<file path="config.mk">
export PLATFORM = sky130hd
export DESIGN_NAME = multicycle_ctrl_fsm_flat
export DESIGN_NICKNAME = d
export VERILOG_FILES = /design/src/rtl/multicycle_ctrl_fsm_if.sv /design/src/rtl/multicycle_ctrl_fsm.sv /design/src/flat_wrapper.sv
export SDC_FILE = /design/constraint.sdc
export NUM_CORES = 1
export LEC_CHECK = 0
export BUFFER_PORTS_ARGS = -buffer_cell sky130_fd_sc_hd__buf_2
export CORE_AREA = 10 10 47 49
export CTS_CLUSTER_DIAMETER = 120
export DETAILED_ROUTE_END_ITERATION = 10
export DIE_AREA = 0 0 57 59
export HOLD_SLACK_MARGIN = 0.03
export PLACE_DENSITY = 0.77
export SLEW_MARGIN = 15
export SYNTH_ARGS = -nofsm -noshare
export SYNTH_HDL_FRONTEND = slang
export SYNTH_SLANG_ARGS = --single-unit
export TNS_END_PERCENT = 50
</file>
<file path="constraint.sdc">
create_clock -name clk -period 1.36 [get_ports clk]
set_input_delay 0.34 -clock clk [delete_from_list [all_inputs] [get_ports clk]]
set_output_delay 0.34 -clock clk [all_outputs]
set_load 0.02 [all_outputs]
</file>
<file path="src/rtl/multicycle_ctrl_fsm_if.sv">
// ----------------------------------------------------------------------------
// multicycle_ctrl_fsm_if
//
// Bundle between the multicycle control FSM and the ARM datapath.
//   Op, Funct, MemReady       : instruction class/bits and memory handshake,
//                               driven by the datapath toward the FSM.
//   IRWrite, NextPC, Branch,
//   RegW, MemW                : unconditioned write strobes from the FSM.
//   AdrSrc, ALUSrcA, ALUSrcB,
//   ResultSrc, ALUOp          : per-cycle datapath mux selects from the FSM.
//   State                     : registered state vector, for debug/coverage.
//
// Modports:
//   master : the control FSM (consumes decode inputs, drives controls).
//   slave  : the datapath side (drives decode inputs, consumes controls).
// ----------------------------------------------------------------------------
interface multicycle_ctrl_fsm_if;
   logic [1:0] Op;
   logic [5:0] Funct;
   logic       MemReady;
   logic       IRWrite;
   logic       NextPC;
   logic       Branch;
   logic       RegW;
   logic       MemW;
   logic       AdrSrc;
   logic [1:0] ALUSrcA;
   logic [1:0] ALUSrcB;
   logic [1:0] ResultSrc;
   logic       ALUOp;
   logic [3:0] State;

   modport master (
      input  Op, Funct, MemReady,
      output IRWrite, NextPC, Branch, RegW, MemW,
      output AdrSrc, ALUSrcA, ALUSrcB, ResultSrc, ALUOp, State
   );

   modport slave (
      output Op, Funct, MemReady,
      input  IRWrite, NextPC, Branch, RegW, MemW,
      input  AdrSrc, ALUSrcA, ALUSrcB, ResultSrc, ALUOp, State
   );
endinterface

</file>
<file path="src/rtl/multicycle_ctrl_fsm.sv">
// ----------------------------------------------------------------------------
// multicycle_ctrl_fsm
//
// Main sequencing FSM for the multicycle ARM datapath. Decodes the
// instruction class from Op/Funct and steps fetch, decode, execute, memory
// and writeback states, emitting mux selects and unconditioned write strobes
// that feed the condition-logic stage. Memory accesses in FETCH, MEMRD and
// MEMWR wait on the MemReady handshake.
//
// Ports:
//   clk    : system clock, rising edge.
//   reset  : asynchronous, active-low; forces FETCH and drops all strobes.
//   bus    : multicycle_ctrl_fsm_if.master (decode inputs, controls, State).
// ----------------------------------------------------------------------------
module multicycle_ctrl_fsm (
   input  logic                        clk,
   input  logic                        reset,
   multicycle_ctrl_fsm_if.master       bus
);

   localparam logic [3:0] S_FETCH  = 4'd0;
   localparam logic [3:0] S_DECODE = 4'd1;
   localparam logic [3:0] S_MEMADR = 4'd2;
   localparam logic [3:0] S_MEMRD  = 4'd3;
   localparam logic [3:0] S_MEMWB  = 4'd4;
   localparam logic [3:0] S_MEMWR  = 4'd5;
   localparam logic [3:0] S_EXECR  = 4'd6;
   localparam logic [3:0] S_EXECI  = 4'd7;
   localparam logic [3:0] S_ALUWB  = 4'd8;
   localparam logic [3:0] S_BRANCH = 4'd9;

   localparam logic [1:0] OP_DP  = 2'b00;
   localparam logic [1:0] OP_MEM = 2'b01;
   localparam logic [1:0] OP_BR  = 2'b10;

   logic [3:0] state_q;
   logic [3:0] state_d;

   // Raw strobes before the reset gate.
   logic irwrite_raw;
   logic nextpc_raw;
   logic branch_raw;
   logic regw_raw;
   logic memw_raw;

   // ---------------------------------------------------------------------
   // State register
   // ---------------------------------------------------------------------
   // NOTE: sequential state uses non-blocking assignments so every flop
   // samples pre-edge values regardless of block evaluation order.
   always_ff @(posedge clk or negedge reset) begin
      if (!reset) begin
         state_q <= S_FETCH;
      end else begin
         state_q <= state_d;
      end
   end

   // ---------------------------------------------------------------------
   // Next-state logic
   // ---------------------------------------------------------------------
   // NOTE: every combinational output is given a default before the case so
   // that no path leaves it unassigned, which would infer a latch.
   always_comb begin
      state_d = S_FETCH;
      case (state_q)
         S_FETCH:  state_d = bus.MemReady ? S_DECODE : S_FETCH;
         S_DECODE: begin
            case (bus.Op)
               OP_MEM:  state_d = S_MEMADR;
               OP_BR:   state_d = S_BRANCH;
               OP_DP:   state_d = bus.Funct[5] ? S_EXECI : S_EXECR;
               default: state_d = S_FETCH;  // illegal class: abandon
            endcase
         end
         S_MEMADR: state_d = bus.Funct[0] ? S_MEMRD : S_MEMWR;
         S_MEMRD:  state_d = bus.MemReady ? S_MEMWB : S_MEMRD;
         S_MEMWR:  state_d = bus.MemReady ? S_FETCH : S_MEMWR;
         S_MEMWB:  state_d = S_FETCH;
         S_EXECR:  state_d = S_ALUWB;
         S_EXECI:  state_d = S_ALUWB;
         S_ALUWB:  state_d = S_FETCH;
         S_BRANCH: state_d = S_FETCH;
         default:  state_d = S_FETCH;  // encodings 10-15 recover to FETCH
      endcase
   end

   // ---------------------------------------------------------------------
   // Output decode (Moore, except IRWrite/NextPC in FETCH)
   // ---------------------------------------------------------------------
   always_comb begin
      irwrite_raw   = 1'b0;
      nextpc_raw    = 1'b0;
      branch_raw    = 1'b0;
      regw_raw      = 1'b0;
      memw_raw      = 1'b0;
      bus.AdrSrc    = 1'b0;
      bus.ALUSrcA   = 2'b00;
      bus.ALUSrcB   = 2'b00;
      bus.ResultSrc = 2'b00;
      bus.ALUOp     = 1'b0;
      case (state_q)
         S_FETCH: begin
            // Instruction latch and PC+4 happen only on the cycle the
            // memory actually returns the fetch.
            irwrite_raw   = bus.MemReady;
            nextpc_raw    = bus.MemReady;
            bus.ALUSrcA   = 2'b01;
            bus.ALUSrcB   = 2'b10;
            bus.ResultSrc = 2'b10;
         end
         S_DECODE: begin
            bus.ALUSrcA   = 2'b01;
            bus.ALUSrcB   = 2'b10;
            bus.ResultSrc = 2'b10;
         end
         S_MEMADR: begin
            bus.ALUSrcB   = 2'b01;
         end
         S_MEMRD: begin
            bus.AdrSrc    = 1'b1;
         end
         S_MEMWB: begin
            bus.ResultSrc = 2'b01;
            regw_raw      = 1'b1;
         end
         S_MEMWR: begin
            // Held for the whole stall so the memory sees a stable request.
            bus.AdrSrc    = 1'b1;
            memw_raw      = 1'b1;
         end
         S_EXECR: begin
            bus.ALUOp     = 1'b1;
         end
         S_EXECI: begin
            bus.ALUSrcB   = 2'b01;
            bus.ALUOp     = 1'b1;
         end
         S_ALUWB: begin
            regw_raw      = 1'b1;
         end
         S_BRANCH: begin
            bus.ALUSrcB   = 2'b01;
            bus.ResultSrc = 2'b10;
            branch_raw    = 1'b1;
         end
         default: ;  // unreachable encodings: everything stays 0
      endcase
   end

   // Strobes are gated by reset directly so an asynchronous assertion kills
   // any in-flight write in the same cycle, without waiting for state_q.
   assign bus.IRWrite = irwrite_raw & reset;
   assign bus.NextPC  = nextpc_raw  & reset;
   assign bus.Branch  = branch_raw  & reset;
   assign bus.RegW    = regw_raw    & reset;
   assign bus.MemW    = memw_raw    & reset;
   assign bus.State   = state_q;

endmodule

</file>
<file path="src/flat_wrapper.sv">
// flat-port wrapper written by rule: the top's interface ports become plain ports
module multicycle_ctrl_fsm_flat 
  (clk, reset, bus_Op, bus_Funct, bus_MemReady, bus_IRWrite, bus_NextPC, bus_Branch, bus_RegW, bus_MemW, bus_AdrSrc, bus_ALUSrcA, bus_ALUSrcB, bus_ResultSrc, bus_ALUOp, bus_State);
  multicycle_ctrl_fsm_if bus_i ();
  input  logic clk;
  input  logic reset;
  input wire logic [$bits(bus_i.Op)-1:0] bus_Op;
  input wire logic [$bits(bus_i.Funct)-1:0] bus_Funct;
  input wire logic [$bits(bus_i.MemReady)-1:0] bus_MemReady;
  output wire logic [$bits(bus_i.IRWrite)-1:0] bus_IRWrite;
  output wire logic [$bits(bus_i.NextPC)-1:0] bus_NextPC;
  output wire logic [$bits(bus_i.Branch)-1:0] bus_Branch;
  output wire logic [$bits(bus_i.RegW)-1:0] bus_RegW;
  output wire logic [$bits(bus_i.MemW)-1:0] bus_MemW;
  output wire logic [$bits(bus_i.AdrSrc)-1:0] bus_AdrSrc;
  output wire logic [$bits(bus_i.ALUSrcA)-1:0] bus_ALUSrcA;
  output wire logic [$bits(bus_i.ALUSrcB)-1:0] bus_ALUSrcB;
  output wire logic [$bits(bus_i.ResultSrc)-1:0] bus_ResultSrc;
  output wire logic [$bits(bus_i.ALUOp)-1:0] bus_ALUOp;
  output wire logic [$bits(bus_i.State)-1:0] bus_State;
  assign bus_i.Op = bus_Op;
  assign bus_i.Funct = bus_Funct;
  assign bus_i.MemReady = bus_MemReady;
  assign bus_IRWrite = bus_i.IRWrite;
  assign bus_NextPC = bus_i.NextPC;
  assign bus_Branch = bus_i.Branch;
  assign bus_RegW = bus_i.RegW;
  assign bus_MemW = bus_i.MemW;
  assign bus_AdrSrc = bus_i.AdrSrc;
  assign bus_ALUSrcA = bus_i.ALUSrcA;
  assign bus_ALUSrcB = bus_i.ALUSrcB;
  assign bus_ResultSrc = bus_i.ResultSrc;
  assign bus_ALUOp = bus_i.ALUOp;
  assign bus_State = bus_i.State;
  multicycle_ctrl_fsm u_core (.clk(clk), .reset(reset), .bus(bus_i));
endmodule
</file>
; Word level (Yosys, flattened, before mapping)
; Cells that the tools add are included.
[word_totals]
regBits = 4
input_bits = 11
output_inout_bits = 17
wordCells = 40
[classes]
n_eq_ne = 11
n_mux = 16
n_bitwise = 4
n_reduce_logical = 8
[op_table]
columns = cell, n
row1 = 4-bit case mux with 6 select lines, 1
row2 = 4-bit by 3-bit equality test with 1-bit output (second input constant), 4
row3 = 4-bit case mux with 3 select lines, 1
row4 = 1-bit two-way mux, 9
row5 = 3-bit two-way mux, 3
row6 = 4-bit by 2-bit equality test with 1-bit output (second input constant), 2
row7 = 4-bit equality test (second input constant), 2
row8 = 2-bit case mux with 2 select lines, 2
row9 = 2-bit OR reduction, 4
row10 = 3-bit OR reduction, 2
row11 = 1-bit bitwise AND, 4
row12 = 4-bit by 1-bit equality test with 1-bit output (second input constant), 1
row13 = 4-bit zero test, 1
row14 = 2-bit by 1-bit equality test with 1-bit output (second input constant), 1
row15 = 2-bit equality test (second input constant), 1
row16 = 2-bit zero test, 1

; Longest topological paths before layout
[depth]
ltp_word = 4
ltp_mapped = 5
ltp_nobuf = 3

; Worst setup path after synthesis
; No wires, ideal clock.
[synth_timing]
kind = reg2out
from = register u_core.state_q[1] (netlist: u_core.bus.State[1])
to = output port bus_NextPC
arrival_time_ps = 1608
required_ps = 1020
path_slack_ps = -588
path_stages_with_launch = 6
path_buffers = 2
cell_sequence = dfrtp_1 > buf_6 > nor2_2 > nand2_1 > nor4b_2 > buf_4
[synth_via]
elab_chain_cells = 3
[synth_rtl]
columns = item, line
row1 = "start, declared", multicycle_ctrl_fsm.sv:36  ; logic [3:0] state_q;
row2 = "start signal, assigned", multicycle_ctrl_fsm.sv:55  ; state_q <= state_d;
row3 = 4-bit zero test, --
row4 = 1-bit two-way mux, --
row5 = 1-bit bitwise AND, --
row6 = "end, declared", flat_wrapper.sv:11  ; output wire logic [$bits(bus_i.NextPC)-1:0] bus_NextPC;
; No other way between the ends.

; Worst setup path in the final report
[layout_timing]
from = register u_core.state_q[1] (netlist: u_core.bus.State[1])
to = output port bus_MemW
[layout_via]
elab_chain_cells = 3
[layout_rtl]
columns = item, line
row1 = 4-bit by 3-bit equality test with 1-bit output, multicycle_ctrl_fsm.sv:102  ; case (state_q)
row2 = 1-bit two-way mux, multicycle_ctrl_fsm.sv:102
row3 = 1-bit bitwise AND, multicycle_ctrl_fsm.sv:157  ; assign bus.MemW = memw_raw & reset;
row4 = "end, declared", flat_wrapper.sv:14  ; output wire logic [$bits(bus_i.MemW)-1:0] bus_MemW;
; No other way between the ends.

==> results.md <==
* Status: complete, but fails checks
* Failing checks: setup timing
* Global route overflow at 0
* Final WS setup at -0.327 ns
* Number of flip-flops in the largest register at 4
* FP Rows at 14
* Number of CTS-inserted buffers at 3
* Nets at 108
* Share of layout cells above drive strength 1 at 0.677
* Top cells by count, synth: buf_4 (4), dfrtp_1 (4), nor3_1 (4)
* Initial antenna violation count at 0
* Leak at 0.000423 uW
* Warnings, synthesis at 0
* Drt first pass iters at 4
* Full die area at 0.00336 sq mm
* Commonest register cell after synthesis: dfrtp_1
* Crit-path leading delay family: flip-flops
* Worst Skew at 0.0105 ns
* Cell taking the most area after synthesis: dfrtp_1
* Clk pin slew, worst setup/hold paths at 0.06 ns
* Synth top area cells: dfrtp_1 (22%), buf_4 (6.6%), xnor2_1 (5.8%)
* Die Height at 59 um
* Max Root-Sink Buffers at 2
* First-pass GRT wire length at 2750 um
* Synth cell types at 32
* Clock H-tree levels at 1
* DP Area at 657 sq um
* Number of port buffers at 22
* WP data required at 1.02 ns
* Worst hold path type: in -> reg
* Gr usage total at 0.102
* Worst-path fanout max at 6
* Final Max Tran Viols at 0
* FFs w/ async S/R, synth at 1.00
* Max-cap violations at 0
* Synthesized Nets at 65
* Largest net degree at the start of global routing at 13
* Multi-input logic area at 349 sq um
* Overall power at 2350 uW
* Worst vdd ir at 1.50 mV
* Routed Antenna Nets at 0
* Worst Path Buf+Inv at 2
* TritonCTS Sinks at 4
* Antenna Cells at 0
* RSZ-0062 raised after global routing: yes
* Layout Cells excl Fill at 112
* Post-synth top area share at 0.220
* Synthesized area per cell at 8.41 sq um
* Post-synthesis cell count at 54
* Clock Latency Late Sink at 0.26 ns
* Crit end category: output pin
* Wire length per cell at 16.9 um
* Die width at 57 um
* Final setup viols at 19
* Storage element area at 105 sq um
* GPL Wtd Cong at 0.850
* Vias per cell at 5.05
* Startpoint Class: register
* Slowest CP cell: dfrtp_2
* Initial Util at 0.324
* Final Critical Period at 1.69 ns
* FF-to-FF setup slack at -0.01 ns
* EDFF count, synth at 0
* Worst path max stage delay at 0.48 ns
* Root buffer cell: clkbuf_4
* Pwr Density at 2610 mW/mm^2
* Crit path kind: reg -> out
* Placement Setup Slack at -0.144 ns
* Post-route DRC violation count at 0
* Fin. Hold Viols at 0
* Fill cells at 115
* Critical path, cell by cell: buf_6, nor2b_4, and4b_1, buf_6
* Drt total wl at 1900 um
* DP Cell Count at 100
* Max Clk Rate at 593 MHz
* CP most frequent cell: buf_6
* Tcrit/Tclk final at 1.24
* Post-Layout Inst Area at 901 sq um
* Core area at 0.00140 sq mm
* Synthesized flop and latch total at 4
* Via count at 566
* I/O pin cnt at 28
* Drt initial violations at 2
* Post-Synthesis Cell Area at 454 sq um
* Sequential area share after synthesis at 0.220
* Vias in the first global route at 582
* Syn-to-layout area delta at 98.3%
* Post-DP HPWL at 1180 um
* Arr. time, crit path at 1.35 ns
* CTS tree: built
==> worst reg2reg max path, stage by stage (launching register included) <==
cell	delay, ns
dfrtp_2	0.48
buf_6	0.15
nor2b_4	0.04
buf_6	0.11
buf_6	0.10
buf_6	0.11
o21a_1	0.09
o21ba_1	0.17
==> layer usage <==
metal,global-route usage,vias up,wire length (um)
met2,0.192,25,1040
met5,0,-,0
met4,0.0671,0,76
met3,0.0129,9,72
met1,0.102,263,705
li1,-,269,-
==> final cells by class <==
class	count	area share
clock buffer	4	0.0292
inverter	3	0.0125
sequential	4	0.117
tap	16	0.0222
multi-input combinational	40	0.388
timing repair buffer	45	0.432
==> power by group <==
group / switching (uW) / internal, uW
Sequential: 135 / 176
Combinational: 837 / 1010
Clock: 79.3 / 112
==> metrics by stage <==
step                TNS, ns  utilization  hold WS (ns)
CTS                   -3.40        0.580         0.403
finish                -3.58        0.643         0.410
detailed placement   -0.560        0.469         0.267
global placement     -0.434        0.469         0.268
global route          -4.48        0.643         0.432
floorplan             -2.77            -        0.0444
==> worst paths after layout <==
path | start | endpoint | depth (start not counted)
setup / recovery | u_core.bus.State[1] | bus_MemW | 4
setup reg to reg | u_core.bus.State[1] | u_core.bus.State[2] | 7
hold / removal | bus_Op[0] | u_core.bus.State[0] | 4
max in group asynchronous | reset | u_core.bus.State[3] | 3
hold reg to reg | u_core.bus.State[2] | u_core.bus.State[1] | 2
min in group asynchronous | reset | u_core.bus.State[1] | 3
==> cell families (layout without fill, tap and decap cells) <==
kind of cell / after synthesis / after routing / share of synthesized area
xor gates and xnor gates: 3 / 3 / 0.0579
and+or+nand+nor: 27 / 27 / 0.402
AOI/OAI and AO/OA: 9 / 9 / 0.160
DFF: 4 / 4 / 0.220
other: 1 / 1 / 0.00826
buffers and inverters: 10 / 52 / 0.152
==> layout by cell type, fill, tap and decap left out, types with 3 or more instances in the layout <==
master | netlist | final
inv_1 | 3 | 3
buf_4 | 4 | 21
clkbuf_4 | 0 | 3
buf_2 | 1 | 6
nor2b_1 | 3 | 3
dfrtp_2 | 0 | 4
buf_6 | 2 | 17
==> what timing repair did <==
action,CTS,global route
pin swaps,5,4
setup endpoints to repair,16,17
resized for setup,26,19
endpoints found under the hold margin,4,0
hold buffers,1,0
setup buffers,5,2
Power figures use the tool's default switching activity.
